## config.mk

```make
export PLATFORM = sky130hd
export DESIGN_NAME = snoop_responder
export DESIGN_NICKNAME = d
export VERILOG_FILES = /design/src/rtl/mesif_pkg.sv /design/src/rtl/way_match.sv /design/src/rtl/snoop_responder.sv
export SDC_FILE = /design/constraint.sdc
export NUM_CORES = 1
export LEC_CHECK = 0
export ABC_CLOCK_PERIOD_IN_PS = 7950
export BUFFER_PORTS_ARGS = -buffer_cell sky130_fd_sc_hd__buf_4
export CAP_MARGIN = 25
export CELL_PAD_IN_SITES_DETAIL_PLACEMENT = 1
export CELL_PAD_IN_SITES_GLOBAL_PLACEMENT = 1
export CORE_MARGIN = 2
export CORE_UTILIZATION = 32
export CTS_CLUSTER_DIAMETER = 200
export DETAILED_ROUTE_END_ITERATION = 10
export PLACE_DENSITY = 0.9
export RECOVER_POWER = 25
export SETUP_SLACK_MARGIN = 0.05
export SYNTH_ARGS = -nofsm -noshare
export SYNTH_HDL_FRONTEND = slang
export SYNTH_SLANG_ARGS = --single-unit
export TNS_END_PERCENT = 30
```

## constraint.sdc

```tcl
create_clock -name clk -period 7.95 [get_ports clk]
set_clock_uncertainty 0.15 [all_clocks]
set_input_delay 1.59 -clock clk [delete_from_list [all_inputs] [get_ports clk]]
set_output_delay 1.59 -clock clk [all_outputs]
set_load 0.02 [all_outputs]
```

## src/rtl/mesif_pkg.sv

```systemverilog
`default_nettype none
// ============================================================================
// Module   : mesif_pkg
// Purpose  : MESIF state, bus op and snoop result encodings plus the snoop
//            next-state/result function shared by the snoop-side and
//            processor-side line logic.
// Revision : 1.0
// ============================================================================
package mesif_pkg;

    localparam logic [2:0] c_ST_M = 3'd0;
    localparam logic [2:0] c_ST_E = 3'd1;
    localparam logic [2:0] c_ST_S = 3'd2;
    localparam logic [2:0] c_ST_I = 3'd3;
    localparam logic [2:0] c_ST_F = 3'd4;

    localparam logic [2:0] c_OP_READ  = 3'd1;
    localparam logic [2:0] c_OP_WRITE = 3'd2;
    localparam logic [2:0] c_OP_INV   = 3'd3;
    localparam logic [2:0] c_OP_RFO   = 3'd4;

    localparam logic [1:0] c_RES_HIT   = 2'd0;
    localparam logic [1:0] c_RES_HITM  = 2'd1;
    localparam logic [1:0] c_RES_NOHIT = 2'd3;

    typedef struct packed {
        logic [1:0] result;
        logic [2:0] next_state;
        logic       write;
        logic       err;
        logic       wb;
    } snoop_resp_t;

    function automatic snoop_resp_t snoop_next(input logic [2:0] op,
                                               input logic       hit,
                                               input logic [2:0] cur);
        snoop_resp_t r;
        r.result     = c_RES_NOHIT;
        r.next_state = cur;
        r.err        = 1'b0;
        r.wb         = 1'b0;
        case (op)
            c_OP_READ: if (hit) begin
                case (cur)
                    c_ST_M: begin r.result = c_RES_HITM; r.next_state = c_ST_S; r.wb = 1'b1; end
                    c_ST_E,
                    c_ST_F: begin r.result = c_RES_HIT;  r.next_state = c_ST_S; end
                    c_ST_S: r.result = c_RES_HIT;
                    default: r.err = 1'b1;
                endcase
            end
            c_OP_RFO: if (hit) begin
                case (cur)
                    c_ST_M: begin r.result = c_RES_HITM; r.next_state = c_ST_I; r.wb = 1'b1; end
                    c_ST_E,
                    c_ST_S,
                    c_ST_F: begin r.result = c_RES_HIT;  r.next_state = c_ST_I; end
                    default: r.err = 1'b1;
                endcase
            end
            c_OP_INV: if (hit) begin
                case (cur)
                    c_ST_S,
                    c_ST_F: begin r.result = c_RES_HIT; r.next_state = c_ST_I; end
                    c_ST_M,
                    c_ST_E: begin r.next_state = c_ST_I; r.err = 1'b1; end
                    default: r.err = 1'b1;
                endcase
            end
            c_OP_WRITE: if (hit) r.err = 1'b1;
            default:    r.err = 1'b1;
        endcase
        r.write = (r.next_state != cur);
        return r;
    endfunction

endpackage
`default_nettype wire

```

## src/rtl/way_match.sv

```systemverilog
`default_nettype none
// ============================================================================
// Module   : way_match
// Purpose  : Tag compare across all ways of a set with lowest-way priority.
// Revision : 1.0
// ============================================================================
module way_match
    import mesif_pkg::*;
#(
    parameter int TAG_BITS = 12,
    parameter int WAYS     = 8,
    parameter int WAY_BITS = 3
) (
    input  logic [TAG_BITS-1:0]      tag_i,
    input  logic [WAYS*TAG_BITS-1:0] tags_i,
    input  logic [WAYS*3-1:0]        states_i,
    output logic                     hit_o,
    output logic [WAY_BITS-1:0]      hit_way_o,
    output logic [2:0]               hit_state_o,
    output logic                     multi_hit_o
);

    logic [WAYS-1:0] w_match;

    for (genvar g = 0; g < WAYS; g++) begin : g_match
        assign w_match[g] = (tags_i[g*TAG_BITS +: TAG_BITS] == tag_i) &&
                            (states_i[g*3 +: 3] != c_ST_I);
    end

    // Scan from the top way down so the lowest matching way is the last writer.
    always_comb begin
        hit_o       = 1'b0;
        hit_way_o   = '0;
        hit_state_o = c_ST_I;
        multi_hit_o = 1'b0;
        for (int w = WAYS - 1; w >= 0; w--) begin
            if (w_match[w]) begin
                multi_hit_o = multi_hit_o | hit_o;
                hit_o       = 1'b1;
                hit_way_o   = WAY_BITS'(w);
                hit_state_o = states_i[w*3 +: 3];
            end
        end
    end

endmodule
`default_nettype wire

```

## src/rtl/snoop_responder.sv

```systemverilog
`default_nettype none
// ============================================================================
// Module   : snoop_responder
// Purpose  : Bus-side MESIF snoop responder: set lookup, snoop result,
//            state write-back and writeback request for modified lines.
// Revision : 1.0
// ============================================================================
module snoop_responder
    import mesif_pkg::*;
#(
    parameter int TAG_BITS   = 12,
    parameter int INDEX_BITS = 14,
    parameter int WAYS       = 8,
    parameter int WAY_BITS   = 3
) (
    input  logic                     clk,
    input  logic                     reset,
    input  logic                     snoop_valid,
    output logic                     snoop_ready,
    input  logic [2:0]               snoop_op,
    input  logic [TAG_BITS-1:0]      snoop_tag,
    input  logic [INDEX_BITS-1:0]    snoop_index,
    output logic                     arr_rd_en,
    output logic [INDEX_BITS-1:0]    arr_index,
    input  logic [WAYS*TAG_BITS-1:0] arr_tags,
    input  logic [WAYS*3-1:0]        arr_states,
    output logic                     arr_wr_en,
    output logic [WAY_BITS-1:0]      arr_wr_way,
    output logic [2:0]               arr_wr_state,
    output logic                     snoop_result_valid,
    output logic [1:0]               snoop_result,
    output logic                     wb_req,
    output logic [TAG_BITS-1:0]      wb_tag,
    output logic [INDEX_BITS-1:0]    wb_index,
    output logic [WAY_BITS-1:0]      wb_way,
    input  logic                     wb_ack,
    output logic                     proto_err
);

    typedef enum logic [1:0] {
        S_IDLE    = 2'd0,
        S_LOOKUP  = 2'd1,
        S_RESPOND = 2'd2,
        S_WB      = 2'd3
    } fsm_t;

    fsm_t                  state_q;
    logic [2:0]            op_q;
    logic [TAG_BITS-1:0]   tag_q;
    logic [INDEX_BITS-1:0] index_q;
    logic                  rd_en_q;
    logic                  wb_req_q;
    logic [WAY_BITS-1:0]   wb_way_q;

    logic                  w_hit;
    logic                  w_multi;
    logic [WAY_BITS-1:0]   w_hit_way;
    logic [2:0]            w_hit_state;
    snoop_resp_t           w_resp;
    logic                  w_respond;

    way_match #(
        .TAG_BITS (TAG_BITS),
        .WAYS     (WAYS),
        .WAY_BITS (WAY_BITS)
    ) u_way_match (
        .tag_i       (tag_q),
        .tags_i      (arr_tags),
        .states_i    (arr_states),
        .hit_o       (w_hit),
        .hit_way_o   (w_hit_way),
        .hit_state_o (w_hit_state),
        .multi_hit_o (w_multi)
    );

    assign w_resp = snoop_next(op_q, w_hit, w_hit_state);

    // Array data only arrives in RESPOND, so the result side is combinational;
    // gating with reset abandons a transaction caught mid-flight.
    assign w_respond = (state_q == S_RESPOND) && !reset;

    always_ff @(posedge clk) begin
        if (reset) begin
            state_q  <= S_IDLE;
            op_q     <= 3'd0;
            tag_q    <= '0;
            index_q  <= '0;
            rd_en_q  <= 1'b0;
            wb_req_q <= 1'b0;
            wb_way_q <= '0;
        end else begin
            case (state_q)
                S_IDLE: begin
                    if (snoop_valid) begin
                        op_q    <= snoop_op;
                        tag_q   <= snoop_tag;
                        index_q <= snoop_index;
                        rd_en_q <= 1'b1;
                        state_q <= S_LOOKUP;
                    end
                end
                S_LOOKUP: begin
                    rd_en_q <= 1'b0;
                    state_q <= S_RESPOND;
                end
                S_RESPOND: begin
                    if (w_resp.wb) begin
                        wb_req_q <= 1'b1;
                        wb_way_q <= w_hit_way;
                        state_q  <= S_WB;
                    end else begin
                        state_q  <= S_IDLE;
                    end
                end
                S_WB: begin
                    if (wb_ack) begin
                        wb_req_q <= 1'b0;
                        state_q  <= S_IDLE;
                    end
                end
                default: state_q <= S_IDLE;
            endcase
        end
    end

    assign snoop_ready        = (state_q == S_IDLE) && !reset;
    assign arr_rd_en          = rd_en_q;
    assign arr_index          = index_q;
    assign snoop_result_valid = w_respond;
    assign snoop_result       = w_respond ? w_resp.result : c_RES_NOHIT;
    assign arr_wr_en          = w_respond && w_resp.write;
    assign arr_wr_way         = w_respond ? w_hit_way : '0;
    assign arr_wr_state       = w_respond ? w_resp.next_state : 3'd0;
    assign proto_err          = w_respond && (w_resp.err || w_multi);
    assign wb_req             = wb_req_q;
    assign wb_tag             = tag_q;
    assign wb_index           = index_q;
    assign wb_way             = wb_way_q;

endmodule
`default_nettype wire

```

# --- Yosys cells after proc, flatten, opt, wreduce, memory -nomap -nowiden ---
# Index checks and enable logic that the tools add are counted.
# W data, S select, Z words.
totals:
  ff_bits: 36
  in_bits: 153
  out_inout_bits: 57
  word_cells: 131
classes:
  n_eq_ne: 30
  muxes: 60
  bitwise_logic: 6
  n_reduce_logical: 28
ops:
  columns: ["op", "count"]
  rows:
  - ["$eq A12 B12 Y1", 8]
  - ["$mux W3", 20]
  - ["$mux W1", 24]
  - ["$ne A3 B2 Y1 const B", 8]
  - ["$mux W5", 3]
  - ["$pmux W5 S3", 1]
  - ["$logic_and A1 B1 Y1", 12]
  - ["$mux W2", 6]
  - ["$pmux W5 S2", 1]
  - ["$eq A3 B2 Y1 const B", 3]
  - ["$pmux W2 S4", 1]
  - ["$reduce_and A2 Y1", 4]
  - ["$eq A3 B1 Y1 const B", 2]
  - ["$eq A3 B3 Y1 const B", 2]
  - ["$ne A2 B2 Y1 const B", 3]
  - ["$or A1 B1 Y1", 6]
  - ["$reduce_or A3 Y1", 2]
  - ["$eq A2 B2 Y1 const B", 2]
  - ["$pmux W1 S2", 2]
  - ["$pmux W2 S2", 1]
  - ["$reduce_bool A2 Y1", 2]
  - ["$reduce_or A2 Y1", 2]
  - ["$reduce_or A4 Y1", 1]
  - ["$logic_not A3 Y1", 1]
  - ["other kinds (7)", 7]

# --- Longest topological paths before layout ---
logic_depth:
  ltp_word: 18
  mapped_depth: 13
  depth_no_buf: 10

# --- By module ---
# A second synthesis with hierarchy kept.
hier_totals:
  hier_cells: 441
  hier_area_um2: 3339.5
by_module_without_submodules:
  columns: ["module", "instances", "cells_each", "area_per_inst_um2", "seq_area_each_um2"]
  rows:
  - ["snoop_responder", 1, 226, 1706.6, 720.7]
  - ["way_match", 1, 215, 1632.8, 0.0]

# --- Worst setup path after synthesis ---
# No wires, ideal clock.
synth_path:
  kind: "input port to output port"
  start: "input port arr_tags[75]"
  end: "output port proto_err"
  arrival_ps: 3862
  required_ps: 6210
  setup_slack_ps: 2348
  cell_stages: 11
  path_cell_list: "xnor2_1 nand3_1 or4_1 clkbuf_1 mux2i_1 o211a_2 o21a_1 o21a_2 xnor2_1 a311oi_1 o31a_1"
synth_via:
  elab_chain_cells: 17
synth_lines:
  columns: ["element", "line", "rtl"]
  rows:
  - ["from (decl)", "snoop_responder.sv:25", "input logic [WAYS*TAG_BITS-1:0] arr_tags,"]
  - ["$eq A12 B12 Y1 (*)", "way_match.sv:26", "assign w_match[g] = (tags_i[g*TAG_BITS +: TAG_BITS] == tag_i) &&"]
  - ["$logic_and A1 B1 Y1 (*)", "way_match.sv:26", null]
  - ["branches (longest 13 deep; another with $reduce_or A4 Y1)", null, null]
  - ["$logic_or A1 B1 Y1 (*)", "snoop_responder.sv:134", "assign proto_err = w_respond && (w_resp.err || w_multi);"]
  - ["$logic_and A1 B1 Y1 (*)", "snoop_responder.sv:134", null]
  - ["to (decl)", "snoop_responder.sv:37", "output logic proto_err"]
# Mark *: on every way between the ends.

# --- Worst setup path after layout ---
layout_path:
  start: "input port arr_tags[53]"
  end: "output port proto_err"
layout_via:
  elab_chain_cells: 14
layout_lines:
  columns: ["element", "line", "rtl"]
  rows:
  - ["$eq A12 B12 Y1 (*)", "way_match.sv:26", null]
  - ["$logic_and A1 B1 Y1 (*)", "way_match.sv:26", null]
  - ["$mux W3 (5 in a row)", "way_match.sv:37", "if (w_match[w]) begin"]
  - ["$eq A3 B2 Y1, or another cell as far along", "mesif_pkg.sv:44, mesif_pkg.sv:53, mesif_pkg.sv:62", null]
  - ["$reduce_or A4 Y1 (no line) / $reduce_or A2 Y1 (equally long branches)", null, null]
  - ["$mux W1, on equally long branches", "mesif_pkg.sv:44, mesif_pkg.sv:53, mesif_pkg.sv:62", null]
  - ["$mux W2 / $mux W1 (equally long branches)", "mesif_pkg.sv:43, mesif_pkg.sv:61", null]
  - ["$pmux W1 S3", "mesif_pkg.sv:42", "case (op)"]
  - ["$logic_or A1 B1 Y1 (*)", "snoop_responder.sv:134", null]
  - ["$logic_and A1 B1 Y1 (*)", "snoop_responder.sv:134", null]
# Every way passes the cells marked *; elsewhere a longest branch is shown, timed or not.

==> impl_metrics.py <==
metrics = {
    "run_status": {
        "status": "finished, violations left",
        "violated_checks": "capacitance limit, slew limit",
    },
    "routing": {
        "drt-vias-per-instance": 5.165,
        "route.antenna.remaining_nets": 0,
        "count_of_vias_placed_by_the_detailed_router": 3915,
        "detailedRoute.firstIterationViolations": 168,
        "routed_wirelength_mm": 13.84,
        "avgRoutedWirePerCell_um": 18.26,
        "remaining_drc_errors": 0,
        "detail_route.first_pass.iterations": 4,
    },
    "die": {
        "initial_util_pct": 32.82,
        "fp.dieW_um": 106.9,
        "design.die.area_mm2": 0.01143,
        "core_area_mm2": 0.01032,
        "rows": 37,
        "die_height_um": 106.9,
        "io_pins": 210,
    },
    "layout": {
        "final_cell_area_mm2": 0.004905,
        "num-nets-final": 774,
        "final_common_cell": "sky130_fd_sc_hd__buf_4",
        "layout.cells.most_common_list": "191 x sky130_fd_sc_hd__buf_4, 94 x sky130_fd_sc_hd__nand2_1, 76 x sky130_fd_sc_hd__xnor2_1",
        "final_cell_count_no_fill": 758,
        "fillers": 1307,
        "sequential_cell_area_um2": 720.7,
        "num_antenna_cells": 0,
        "syn2layout_area_growth_pct": 44.76,
        "multiInputGateArea_mm2": 0.002340,
        "post_route_cells_drive_above_1_share_pct": 35.05,
    },
    "clocking": {
        "cts_hold_buffers": 0,
        "post-cts-setup-buffer-count": 0,
        "ctsResizeCount": 0,
        "cts.sink_count": 36,
        "htree_levels": 2,
        "clock_latency_ps": 290,
        "root_buffer": "sky130_fd_sc_hd__clkbuf_8",
        "clk_pin_slew_worst_paths_ps": 60,
        "cts_tree": "yes",
        "clk_buf_depth": 2,
        "tritoncts.num_buffers": 5,
    },
    "global_route": {
        "antenna_violations_before_repair": 0,
        "groute.usage.overall_pct": 23.71,
        "global_route_wire_length_before_repair_mm": 21.19,
        "grt-ovfl-total": 0,
        "first_global_vias": 4221,
        "grt_max_degree": 39,
    },
    "setup_path": {
        "critical_path.startpoint": "arr_tags[53]",
        "cp_launch_type": "primary input",
        "critical_path.max_stage_delay_ps": 540,
        "critical_path.reg2reg.endpoint": "wb_way[1]",
        "critPathCaptureType": "output pin",
        "criticalPathCategory": "primary input to output pin",
        "r2r_slack_ps": 4190,
        "cp_data_arrival_time_ps": 4450,
        "worst-path-stages": 12,
        "timing.reg2reg.worst_path_depth": 10,
        "cp_data_required_time_ps": 6210,
        "worst_path_max_delay_cell": "sky130_fd_sc_hd__nor4_1",
        "cp_num_buf_inv": 2,
        "worst-path-max-fanout": 12,
        "worstReg2RegStart": "wb_tag[2]",
        "worst_path_dominant_cell_family": "compound AO/OA/AOI/OAI gates",
        "timing.critical_path.cells": "buf_4, xnor2_1, nand4_1, nor4_1, nand2_1, o31ai_1, o2bb2ai_1, o21a_1, xnor2_1, a311oi_1, o31a_1, buf_4",
    },
    "run": {
        "cap_viol_max_count": 1,
    },
    "timing": {
        "fin_tns_setup_ps": 0,
        "max_slew.worst_pin.slew_ps": 1683,
        "timing.final.max_slew_violations": 39,
        "achievable-frequency_mhz": 161.6,
        "final.min_clock_period_ps": 6188,
        "post-route-period-util_pct": 77.84,
        "unrepaired_setup_endpoints_after_global_routing": "false",
        "final-setup-viol-count": 0,
        "report.final.hold_viol_count": 0,
        "timing.max_slew.rel_slack_pct": -12.18,
    },
    "power": {
        "p_leak_nw": 2.068,
        "ir_drop_v": 0.0001059,
        "power_density_mw_per_mm2": 117.4,
        "post-layout-total-power_w": 0.0005759,
    },
    "synth": {
        "synth.avg_cell_area_um2": 7.597,
        "synth_area_leaders": "sky130_fd_sc_hd__dfxtp_1 21%, sky130_fd_sc_hd__xnor2_1 20%, sky130_fd_sc_hd__nand2_1 10%",
        "synthFlopType": "sky130_fd_sc_hd__dfxtp_1",
        "synth_largest_type_area_fraction_pct": 21.27,
        "ys_ff_latch": 36,
        "mappedNetlistArea_mm2": 0.003388,
        "synth_instances": 446,
        "synthesis.yosys.warnings": 0,
        "post-synth-top-area-cell": "sky130_fd_sc_hd__dfxtp_1",
        "syn_nets": 599,
        "ys_types": 60,
        "synth-seq-area-share_pct": 21.27,
        "synth-edff-count": 0,
        "synth_async_sr_flop_share_pct": 0,
    },
    "placed_design": {
        "post-place-cells": 750,
        "detailedPlacementHpwl_mm": 11.45,
        "place_congestion": 0.9425,
        "dpl-instance-area_mm2": 0.004868,
        "portBuffers": 209,
    },
    "hold_path": {
        "worstHoldPathCells": 2,
        "holdCritPathClass": "flop to flop",
        "min_from": "arr_index[0]",
        "timing.hold.worst_endpoint": "arr_index[0]",
    },
}
stage by stage:
| stage | setup slack, ps | util, % | hold slack [ps] |
|---|---|---|---|
| after floorplan | 2348 | - | 325.1 |
| after global placement | 1814 | 46.89 | 301.0 |
| after detailed placement | 1827 | 47.16 | 315.6 |
| after CTS | 1808 | 48.20 | 332.1 |
| after global routing | 1514 | 47.51 | 352.2 |
| final | 1762 | 47.51 | 322.3 |
worst reg2reg max path, stage by stage (launching register included):
cell and delay (ps):
sky130_fd_sc_hd__dfxtp_1 800, sky130_fd_sc_hd__xnor2_2 190, sky130_fd_sc_hd__nand4_1 140, sky130_fd_sc_hd__nor4_1 620, sky130_fd_sc_hd__nand2_1 240, sky130_fd_sc_hd__o31ai_1 260
sky130_fd_sc_hd__o2bb2ai_1 160, sky130_fd_sc_hd__o21a_1 410, sky130_fd_sc_hd__nand3_4 180, sky130_fd_sc_hd__or3_1 390, sky130_fd_sc_hd__a21oi_2 130
sequential cells by signal, indices dropped and copies added, names as in the netlist:
name / count
state_q: 2
op_q: 3
arr_rd_en: 1
wb_req: 1
arr_index: 14
wb_way: 3
wb_tag: 12
power by group:
group	total, W	internal [W]	switching [W]
combinational	0.000201	0.000110	0.0000915
sequential	0.000217	0.000191	0.0000265
clock	0.000157	0.0000931	0.0000644
total	0.000576	0.000394	0.000182
how the worst max path moves through the flow:
stage,end
floorplan,proto_err
global placement,proto_err
detailed placement,proto_err
CTS,proto_err
global route,proto_err
finish,proto_err
area by class of cell:
type | instances | area share, %
inverter | 9 | 0.6888
clock inverter | 2 | 0.7143
tap | 136 | 3.469
multi-input combinational | 358 | 47.70
sequential | 36 | 14.69
clock buffer | 6 | 1.480
timing repair buffer | 211 | 31.25
routing by layer:
layer | global-route usage [%] | wire (um) | vias to the layer above
met5 | 0 | 0 | -
met4 | 8.442 | 409 | 0
met3 | 5.410 | 1117 | 35
met2 | 44.54 | 7051 | 185
met1 | 25.84 | 5260 | 1845
li1 | - | - | 1850
Yosys cell counts (4+ instances only):
cell                        count
sky130_fd_sc_hd__xor2_1        20
sky130_fd_sc_hd__inv_1          9
sky130_fd_sc_hd__nor2_1        11
sky130_fd_sc_hd__nand4_1        9
sky130_fd_sc_hd__or2_2          4
sky130_fd_sc_hd__xnor2_1       76
sky130_fd_sc_hd__nand3_1        9
sky130_fd_sc_hd__clkbuf_1      15
sky130_fd_sc_hd__a21oi_1       41
sky130_fd_sc_hd__buf_4         16
sky130_fd_sc_hd__dfxtp_1       36
sky130_fd_sc_hd__nor4_1         8
sky130_fd_sc_hd__buf_6         10
sky130_fd_sc_hd__o2111ai_1      7
sky130_fd_sc_hd__nand2_1       94
sky130_fd_sc_hd__nor3_1         6
sky130_fd_sc_hd__o21ai_0        6
sky130_fd_sc_hd__a211oi_1       4
logic make-up (layout without fill, tap and decap cells):
| group | Yosys count | in the layout | synth area share (%) |
|---|---|---|---|
| buf+inv | 52 | 228 | 9.822 |
| flops | 36 | 36 | 21.27 |
| xor+xnor | 100 | 100 | 27.07 |
| simple gates | 168 | 168 | 24.41 |
| compound gates | 87 | 87 | 16.54 |
| fa+ha+maj | 2 | 2 | 0.5909 |
| mux | 1 | 1 | 0.2954 |
(Power assumes the default switching activity.)
